$ cat src/rtl/seg7_scan_driver_if.sv
// rtl/seg7_scan_driver_if.sv - display word in, multiplexed anode/segment drive out
interface seg7_scan_driver_if;
   logic [31:0] disp_data;
   logic [7:0]  disp_point;
   logic [7:0]  disp_en;
   logic [7:0]  disp_blink;
   logic [7:0]  an;
   logic [7:0]  seg;

   modport master (
      output disp_data, disp_point, disp_en, disp_blink,
      input  an, seg
   );

   modport slave (
      input  disp_data, disp_point, disp_en, disp_blink,
      output an, seg
   );
endinterface

$ cat src/rtl/seg7_scan_driver.sv
// rtl/seg7_scan_driver.sv - eight-digit seven-segment scan driver with per-frame latching
module seg7_scan_driver #(
   parameter int SCAN_BIT  = 17,
   parameter int BLINK_BIT = 25
) (
   input  logic               clk,
   input  logic               reset,
   input  logic [31:0]        clk_div,
   seg7_scan_driver_if.slave  disp
);

   logic        prev_scan_q, prev_scan_d;
   logic [2:0]  idx_q, idx_d;
   logic        active_q, active_d;
   logic [31:0] shadow_data_q, shadow_data_d;
   logic [7:0]  shadow_point_q, shadow_point_d;
   logic [7:0]  shadow_en_q, shadow_en_d;
   logic [7:0]  shadow_blink_q, shadow_blink_d;

   logic        tick;
   logic        wrap;
   logic        dark;
   logic [3:0]  nib;
   logic        unused_clk_div;

   assign unused_clk_div = ^clk_div;
   assign tick = clk_div[SCAN_BIT] & ~prev_scan_q;
   assign wrap = tick & (idx_q == 3'd7);

   function automatic logic [6:0] hex7(input logic [3:0] n);
      case (n)
         4'h0: hex7 = 7'h40;
         4'h1: hex7 = 7'h79;
         4'h2: hex7 = 7'h24;
         4'h3: hex7 = 7'h30;
         4'h4: hex7 = 7'h19;
         4'h5: hex7 = 7'h12;
         4'h6: hex7 = 7'h02;
         4'h7: hex7 = 7'h78;
         4'h8: hex7 = 7'h00;
         4'h9: hex7 = 7'h10;
         4'hA: hex7 = 7'h08;
         4'hB: hex7 = 7'h03;
         4'hC: hex7 = 7'h46;
         4'hD: hex7 = 7'h21;
         4'hE: hex7 = 7'h06;
         default: hex7 = 7'h0E;
      endcase
   endfunction

   always_comb begin
      prev_scan_d    = clk_div[SCAN_BIT];
      idx_d          = idx_q;
      active_d       = active_q;
      shadow_data_d  = shadow_data_q;
      shadow_point_d = shadow_point_q;
      shadow_en_d    = shadow_en_q;
      shadow_blink_d = shadow_blink_q;
      if (tick) begin
         idx_d = idx_q + 3'd1;
      end
      // Shadows only reload at the frame boundary so a frame is never torn.
      if (wrap) begin
         active_d       = 1'b1;
         shadow_data_d  = disp.disp_data;
         shadow_point_d = disp.disp_point;
         shadow_en_d    = disp.disp_en;
         shadow_blink_d = disp.disp_blink;
      end
   end

   always_ff @(posedge clk) begin
      if (reset) begin
         prev_scan_q    <= 1'b0;
         idx_q          <= 3'd7;
         active_q       <= 1'b0;
         shadow_data_q  <= '0;
         shadow_point_q <= '0;
         shadow_en_q    <= '0;
         shadow_blink_q <= '0;
      end else begin
         prev_scan_q    <= prev_scan_d;
         idx_q          <= idx_d;
         active_q       <= active_d;
         shadow_data_q  <= shadow_data_d;
         shadow_point_q <= shadow_point_d;
         shadow_en_q    <= shadow_en_d;
         shadow_blink_q <= shadow_blink_d;
      end
   end

   assign nib  = shadow_data_q[{idx_q, 2'b00} +: 4];
   assign dark = ~active_q | ~shadow_en_q[idx_q] | (shadow_blink_q[idx_q] & clk_div[BLINK_BIT]);

   assign disp.an  = dark ? 8'hFF : ~(8'b1 << idx_q);
   assign disp.seg = dark ? 8'hFF : {~shadow_point_q[idx_q], hex7(nib)};

endmodule

$ cat src/flat_wrapper.sv
// flat-port wrapper written by rule: the top's interface ports become plain ports
module seg7_scan_driver_flat 
#(
   parameter int SCAN_BIT  = 17,
   parameter int BLINK_BIT = 25
)
  (clk, reset, clk_div, disp_disp_data, disp_disp_point, disp_disp_en, disp_disp_blink, disp_an, disp_seg);
  seg7_scan_driver_if disp_i ();
  input  logic clk;
  input  logic reset;
  input  logic [31:0] clk_div;
  input wire logic [$bits(disp_i.disp_data)-1:0] disp_disp_data;
  input wire logic [$bits(disp_i.disp_point)-1:0] disp_disp_point;
  input wire logic [$bits(disp_i.disp_en)-1:0] disp_disp_en;
  input wire logic [$bits(disp_i.disp_blink)-1:0] disp_disp_blink;
  output wire logic [$bits(disp_i.an)-1:0] disp_an;
  output wire logic [$bits(disp_i.seg)-1:0] disp_seg;
  assign disp_i.disp_data = disp_disp_data;
  assign disp_i.disp_point = disp_disp_point;
  assign disp_i.disp_en = disp_disp_en;
  assign disp_i.disp_blink = disp_disp_blink;
  assign disp_an = disp_i.an;
  assign disp_seg = disp_i.seg;
  seg7_scan_driver #(.SCAN_BIT(SCAN_BIT), .BLINK_BIT(BLINK_BIT)) u_core (.clk(clk), .reset(reset), .clk_div(clk_div), .disp(disp_i));
endmodule
$ cat config.mk
export PLATFORM = sky130hd
export DESIGN_NAME = seg7_scan_driver_flat
export DESIGN_NICKNAME = d
export VERILOG_FILES = /design/src/rtl/seg7_scan_driver_if.sv /design/src/rtl/seg7_scan_driver.sv /design/src/flat_wrapper.sv
export SDC_FILE = /design/constraint.sdc
export NUM_CORES = 1
export LEC_CHECK = 0
export BUFFER_PORTS_ARGS = -buffer_cell sky130_fd_sc_hd__buf_2
export CORE_MARGIN = 2
export CORE_UTILIZATION = 53
export DETAILED_ROUTE_END_ITERATION = 8
export GPL_TIMING_DRIVEN = 1
export PLACE_DENSITY_LB_ADDON = 0.08
export SYNTH_ARGS = -nofsm -noshare
export SYNTH_HDL_FRONTEND = slang
export SYNTH_SLANG_ARGS = --single-unit
$ cat constraint.sdc
create_clock -name clk -period 5.4 [get_ports clk]
set_clock_uncertainty 0.15 [all_clocks]
set_input_delay 0 -clock clk [delete_from_list [all_inputs] [get_ports clk]]
set_output_delay 0 -clock clk [all_outputs]
set_load 0.01 [all_outputs]
# Word level (Yosys, flattened, before mapping)
# Memory sizes are Yosys's and may differ from the RTL's.
# Cells that the tools add are included.
dict set report totals {
  reg_bits 61
  romBits 112
  input_bits 90
  output_inout_bits 16
  elab_cells 31
  memories 1
}
# memory depth width read_ports rd_ports_with_merged_regs wr line_no
set memory_table {}
lappend memory_table {{(name not given)} 16 7 1 0 0 seg7_scan_driver.sv:31} ;# case (n)
dict set report classes {
  n_addsub 1
  n_lt_le_gt_ge 1
  eq_ne 1
  n_shift 2
  mux 8
  n_bitwise 10
}
# op n
set op_table {}
lappend op_table {{$shiftx 32x6->4} 1}
lappend op_table {{$mux 8} 2}
lappend op_table {{$bmux 1 s3} 3}
lappend op_table {{$not 8->8} 1}
lappend op_table {{$shl 1x3->8 const A} 1}
lappend op_table {{$lt 3x4->1 const B} 1}
lappend op_table {{$not 1->1} 4}
lappend op_table {{$add 3x1->3 const B} 1}
lappend op_table {{$and 1x1->1} 3}
lappend op_table {{$eq 3x3->1 const B} 1}
lappend op_table {{$mux 1} 3}
lappend op_table {{$or 1x1->1} 2}

# Logic depth before layout (Yosys ltp)
# Gate-level depths: netlist of the first run.
dict set report depth {
  word_depth 6
  mapped_depth 9
  depth_no_buf 7
}

# Least setup slack after synthesis of the first run
# OpenSTA, ideal clock, no wires.
dict set report synth_timing {
  kind {reg-to-output}
  start {register u_core.idx_q[1]}
  end {output disp_seg[3]}
  arrival_time_ns 2.321
  t_required_ns 5.250
  setup_slack_ns 2.929
  stages_incl_launch_ff 10
  path_buffers 2
  cell_sequence {dfxtp_1 buf_2 buf_2 mux4_2 mux2i_1 inv_1 ha_1 and2_1 a211oi_1 o21ai_1}
}
dict set report synth_via {
  elab_chain_cells 6
  elab_cells_between_ends 11
  classes_between {shift: 1; mux: 5; bitwise: 4; memory: 1}
}
# element line_no
set synth_lines {}
lappend synth_lines {{from (decl)} seg7_scan_driver.sv:13} ;# logic [2:0] idx_q, idx_d;
lappend synth_lines {{from (signal assigned)} seg7_scan_driver.sv:83} ;# idx_q <= idx_d;
lappend synth_lines {{parallel branches: the longest is 5 deep, another holds $mem_v2 16x7} -}
lappend synth_lines {{$mux 8 *} seg7_scan_driver.sv:96} ;# assign disp.seg = dark ? 8'hFF : {~shadow_point_q[idx_q], hex7(nib)};
lappend synth_lines {{to (decl)} flat_wrapper.sv:17} ;# output wire logic [$bits(disp_i.seg)-1:0] disp_seg;
# Mark *: on every way between the ends. The select of a mux whose other input is x is not followed.

# Worst setup path after layout of the first run
dict set report layout_timing {
  start {register u_core.idx_q[0]}
  end {output disp_seg[3]}
}
# Same word-level chain as after synthesis.

==> results.sh, run 1 <==
export IMPL_outcome="completed"
export IMPL_setup_viol=0
export IMPL_rows=27
export IMPL_synthTopCellsByArea="dfxtp_1, nand2_1, a21oi_1"
export IMPL_fin_tns_setup_ps=0
export IMPL_syn2layout_area_growth_pct=37.2
export IMPL_drt_initial_drc_count=131
export IMPL_postCtsSetupRepairBufs=0
export IMPL_crit_path_start="u_core.idx_q[0]"
export IMPL_fin_crit_sh_pct=66.4
export IMPL_path_depth=8
export IMPL_cp_top_family="multiplexers"
export IMPL_slowest_stage="dfxtp_1"
export IMPL_path_max_fanout=18
export IMPL_fin_util_pct=74.5
export IMPL_portBuffers=75
export IMPL_ctsHoldBuffers=57
export IMPL_r2r_start="u_core.idx_q[0]"
export IMPL_r2r_slack_ps=2440
export IMPL_start_kind="flop"
export IMPL_drive_gt1_share_pct=22.5
export IMPL_numCtsBuffers=9
export IMPL_p_leak_nw=1.69
export IMPL_criticalPathCategory="flop to output pin"
export IMPL_dpl_hpwl_mm=4.15
export IMPL_hold_path_class="input pin to flop"
export IMPL_path_cells="mux4_2 > mux2i_1 > inv_1 > ha_1 > and2_1 > a211oi_1 > o21ai_1 > buf_2"
export IMPL_hold_ws_ps=218
export IMPL_synthCells=352
export IMPL_ys_seq_area_share_pct=41.4
export IMPL_hold_viol_final=0
export IMPL_grt_pass1_wl_mm=12.2
export IMPL_crit_path_end="disp_seg[3]"
export IMPL_dr_pass1_iters=4
export IMPL_antenna_found_initial=0
export IMPL_switchingPower_mw=0.317
export IMPL_crit_path_max_incr_delay_ps=1010
export IMPL_gp_congestion=0.774
export IMPL_power_density_nw_per_um2=278
export IMPL_grt_max_degree=62
export IMPL_ys_types=32
export IMPL_avgViaCountPerCell=5.07
export IMPL_multi_input_area_um2=1560
export IMPL_wl_per_cell_um=13.6
export IMPL_die_w_um=78.6
export IMPL_internal_power_mw=0.810
export IMPL_dp_cells=471
export IMPL_wirelength_mm=7.40
export IMPL_diodes=0
export IMPL_die_height_um=78.6
export IMPL_worst_pin_slew_ps=1140
export IMPL_ys_ff_latch=61
export IMPL_comb_power_share_pct=18.5
export IMPL_dieArea_um2=6180
export IMPL_core_area_um2=5440
export IMPL_ir_worst_vdd_mv=0.208
export IMPL_cp_required_ps=5250
export IMPL_yosysWarnings=0
export IMPL_cts_tree="built"
export IMPL_clockRootBuffer="clkbuf_8"
export IMPL_crit_arrival_ps=3440
export IMPL_final_cells=544
export IMPL_h_tree_depth=3
export IMPL_cts_sinks=61
export IMPL_via_count=2759
export IMPL_grt_pass1_vias=2646
export IMPL_ff2ff_path_depth=5
export IMPL_regToRegEndpoint="u_core.shadow_data_q[17]"
export IMPL_path_clk_slew_ps=70
export IMPL_max_cap_violations=0
export IMPL_ff_latch_area_um2=1220
export IMPL_yosys_area_top_type_share_pct=41.4
export IMPL_ios=106
export IMPL_worst_setup_path_end_kind="output pin"
export IMPL_timing_fmax_mhz=279
export IMPL_initial_utilization_pct=54.3
export IMPL_ant_nets=0
export IMPL_pwr_share_seq_pct=45.2
export IMPL_swShare_pct=28.1
export IMPL_grt_use_total_pct=25.3
export IMPL_clk_path_buf_depth=2
export IMPL_clk_latency_ps=340
export IMPL_nNetsFinal=569
export IMPL_fillers=436
export IMPL_synth_net_count=454
export IMPL_clkPwrFrac_pct=36.3
export IMPL_syn_area_um2=2950
export IMPL_cts_resized_gates=0
export IMPL_synth_area_leader_cell="dfxtp_1"
export IMPL_rsz0062_at_grt="no"
export IMPL_crit_buf_inv=2
export IMPL_report_final_slew_viol_count=0
export IMPL_period_needed_ps=3590
export IMPL_drc_errors=0
export IMPL_synth_area_per_cell_um2=8.39
export IMPL_slew_limit_headroom_pct=24.1
export IMPL_grt_overflow_total=0
export IMPL_power_total_mw=1.13
==> cells in the final DEF, fill, tap and decap left out, types with 2 or more instances in the layout <==
cell | netlist | routed
nand2_1 | 129 | 128
a211oi_1 | 2 | 2
inv_1 | 7 | 7
mux4_1 | 6 | 6
clkinvlp_4 | 0 | 3
nor2_1 | 3 | 3
dlygate4sd3_1 | 0 | 57
clkinv_2 | 0 | 2
nor3_1 | 2 | 2
nand2b_1 | 2 | 2
a21oi_1 | 57 | 57
ha_1 | 12 | 12
o211ai_1 | 4 | 4
clkbuf_8 | 0 | 10
mux2i_1 | 5 | 5
nor2b_1 | 3 | 3
dfxtp_1 | 61 | 61
buf_2 | 5 | 75
mux4_2 | 8 | 8
nand3_1 | 9 | 9
==> kinds of logic (layout without fill, tap and decap cells) <==
group / count (synthesis) / in the layout / synth area share (%)
AOI/OAI and AO/OA: 68 / 68 / 12.4
xor gates and xnor gates: 1 / 1 / 0.297
adders and majority gates: 12 / 12 / 5.08
buffers and inverters: 36 / 156 / 5.89
DFF: 61 / 61 / 41.4
muxes: 21 / 21 / 14.0
and+or+nand+nor: 153 / 153 / 21.0
==> power groups by stage <==
stage / sequential (mW) / clock, mW / combinational, mW
after floorplan: 0.503 / 0 / 0.145
after global placement: 0.518 / 0 / 0.171
after detailed placement: 0.519 / 0 / 0.175
after CTS: 0.510 / 0.412 / 0.207
after global routing: 0.515 / 0.429 / 0.233
final: 0.509 / 0.409 / 0.209
==> synth_stat cells <==
cell,instances
a211o_1,1
a211oi_1,2
a21oi_1,57
and2_1,2
and3_4,1
and4_1,1
buf_1,4
buf_2,5
buf_6,4
clkbuf_1,15
dfxtp_1,61
ha_1,12
inv_1,7
inv_4,1
mux2_2,1
mux2i_1,5
mux2i_2,1
mux4_1,6
mux4_2,8
nand2_1,129
nand2b_1,2
nand3_1,9
nor2_1,3
nor2b_1,3
nor3_1,2
o211ai_1,4
o21ai_0,1
o21ai_1,1
o221ai_1,1
o31ai_1,1
or2_2,1
xnor2_1,1
==> worst register-to-register path, stage by stage (launching register included) <==
cell and delay (ps):
dfxtp_1 1010, ha_1 320, ha_1 200, and2_2 840, nand2_1 180, a21oi_1 180
==> metrics by stage <==
step / area (µm²) / setup WS [ps]
after CTS: 4050 / 1820
after detailed placement: 3280 / 2170
after global routing: 4050 / 1520
after global placement: 3280 / 2190
final: 4050 / 1810
after floorplan: 2950 / 2930
==> metal layers <==
metal | GRT usage, % | part of all wire (%)
met5 | 0 | 0
met4 | 12.3 | 2.2
met3 | 4.02 | 3.5
met2 | 43.1 | 50
met1 | 31.0 | 44
==> layout make-up <==
class                      instances  share of cell area, %
clock inverter                     6                   1.54
clock buffer                      10                   3.40
timing repair buffer             132                   23.3
sequential                        61                   30.1
multi-input combinational        255                   38.5
tap                               72                   2.22
inverter                           8                  0.803
==> state kept, by name, indices dropped and copies added (netlist names) <==
name and count:
u_core.active_q 1, u_core.shadow_en_q 8, u_core.idx_q 3, u_core.prev_scan_q 1, u_core.shadow_point_q 8, u_core.shadow_data_q 32, u_core.shadow_blink_q 8
==> worst min path at each step <==
| stage | start | to | slack, ps | cells past startpoint |
|---|---|---|---|---|
| after floorplan | clk_div[17] | u_core.prev_scan_q | -20 | 1 |
| after global placement | clk_div[17] | u_core.prev_scan_q | 80 | 2 |
| after detailed placement | clk_div[17] | u_core.prev_scan_q | 90 | 2 |
| after CTS | reset | u_core.active_q | 200 | 2 |
| after global routing | reset | u_core.active_q | 290 | 2 |
| final | reset | u_core.active_q | 220 | 2 |
(Power assumes the default switching activity.)
==> inputs of run 2 (changes only) <==
Settings changed: CORE_UTILIZATION 53 to 50.
Clock period 5.4 ns to 3.5 ns, I/O delays scaled along.
==> run 2 against run 1 <==
  * Via count increased by 0.47%
  * Global-route usage decreased by 0.27 points
  * Design area increased by 2.1%
  * Non-clock buffer count increased by 5
  * Hold slack got worse by 17 ps
  * Critical path depth decreased by 1
  * Total power increased by 68%
  * Clock power increased by 89%
  * Combinational power increased by 67%
  * Critical path type unchanged
==> results.sh, run 2 (synthesis gave the netlist of run 1 again) <==
export IMPL_syn2layout_area_growth_pct=40.0
export IMPL_dpl_hpwl_mm=4.28
export IMPL_clk_path_buf_depth=2
export IMPL_grt_use_total_pct=25.0
export IMPL_grt_pass1_vias=2649
export IMPL_core_area_um2=5610
export IMPL_wl_per_cell_um=13.8
export IMPL_setup_viol=0
export IMPL_ios=106
export IMPL_min_delay_path_depth=2
export IMPL_worst_pin_slew_ps=1110
export IMPL_via_count=2772
export IMPL_clk_latency_ps=340
export IMPL_initial_utilization_pct=52.7
export IMPL_regMostFlops="u_core.shadow_data_q"
export IMPL_diodes=0
export IMPL_fin_tns_setup_ps=0
export IMPL_h_tree_depth=3
export IMPL_final_cells=549
export IMPL_power_total_mw=1.89
export IMPL_largest_register_ffs=32
export IMPL_dieArea_um2=6540
export IMPL_cts_tree="built"
export IMPL_ir_worst_vdd_mv=0.386
export IMPL_start_kind="flop"
export IMPL_path_clk_slew_ps=70
export IMPL_timing_fmax_mhz=317
export IMPL_nNetsFinal=574
export IMPL_cts_sinks=61
export IMPL_rows=27
export IMPL_period_needed_ps=3150
export IMPL_crit_path_max_incr_delay_ps=620
export IMPL_drt_initial_drc_count=113
export IMPL_antenna_found_initial=0
export IMPL_power_density_nw_per_um2=458
export IMPL_die_height_um=80.9
export IMPL_fin_util_pct=73.7
export IMPL_postCtsSetupRepairBufs=0
export IMPL_fin_crit_sh_pct=90.1
export IMPL_cp_top_family="multiplexers"
export IMPL_numCtsBuffers=9
export IMPL_avgViaCountPerCell=5.05
export IMPL_slowest_stage="mux4_1"
export IMPL_drive_gt1_share_pct=23.3
export IMPL_crit_buf_inv=2
export IMPL_grt_overflow_total=0
export IMPL_rsz0062_at_grt="no"
export IMPL_slew_limit_headroom_pct=25.9
export IMPL_stdcell_area_um2=4140
export IMPL_path_max_fanout=15
export IMPL_path_depth=7
export IMPL_mostFrequentLayoutCells="nand2_1, buf_2, dfxtp_1"
export IMPL_final_common_cell="nand2_1"
export IMPL_portBuffers=75
export IMPL_met2_usage_pct=41.7
export IMPL_report_final_slew_viol_count=0
export IMPL_worst_slack_ps=346
export IMPL_gp_congestion=0.773
export IMPL_grt_use_met3_pct=7.78
export IMPL_hold_path_class="input pin to flop"
export IMPL_outcome="completed"
export IMPL_pre_cts_slack_ps=734
export IMPL_met1_usage_pct=31.3
export IMPL_grt_busiest_layer="met2"
export IMPL_grt_pass1_wl_mm=12.3
export IMPL_place_area_um2=3320
export IMPL_clockRootBuffer="clkbuf_8"
export IMPL_criticalPathCategory="flop to output pin"
export IMPL_hold_viol_final=0
export IMPL_crit_arrival_ps=3000
export IMPL_drc_errors=0
export IMPL_dr_pass1_iters=4
export IMPL_cp_required_ps=3350
export IMPL_worst_setup_path_end_kind="output pin"
export IMPL_ff2ff_path_depth=7
export IMPL_grt_max_degree=62
export IMPL_ant_nets=0
export IMPL_path_cells="buf_4 > mux4_1 > mux2i_2 > or2_2 > a21oi_1 > o31ai_1 > buf_2"
export IMPL_wirelength_mm=7.56
export IMPL_p_leak_nw=1.75
export IMPL_die_w_um=80.9
export IMPL_hold_ws_ps=201
export IMPL_dp_cells=476
export IMPL_max_cap_violations=0
## run 2: per-layer routing
layer  share of wire [%]  routed length, µm
met1                  46               3510
met2                  48               3650
met3                 4.5                337
met4                0.74                 56
met5                   0                  0
## run 2: layout make-up
class,instances,area (µm²)
inverters,8,32.5
repair buffers,137,983
clock buffers,10,138
well taps,72,90.1
multi-input cells,255,1560
clock inverters,6,109
fillers,442,1470
flip-flops and latches,61,1220
## run 2: path summary, 6_finish.rpt
check | slack, ps | startpoint | to
worst max-delay path | 350 | u_core.idx_q[0] | disp_seg[0]
worst min-delay path | 200 | reset | u_core.active_q
worst max register to register | 950 | u_core.idx_q[0] | u_core.shadow_point_q[1]
worst min register to register | 300 | u_core.shadow_data_q[3] | u_core.shadow_data_q[3]
## run 2: repair_timing
action / CTS / global route
hold buffers: 57 / 0
resized for setup: 0 / 0
hold endpoints to repair: 57 / 0
## run 2: where the power goes
part	total (mW)	switching, mW	leakage, nW	internal [mW]
clock network	0.775	0.283	0.127	0.492
registers	0.771	0.0282	0.498	0.743
logic	0.348	0.180	1.12	0.168
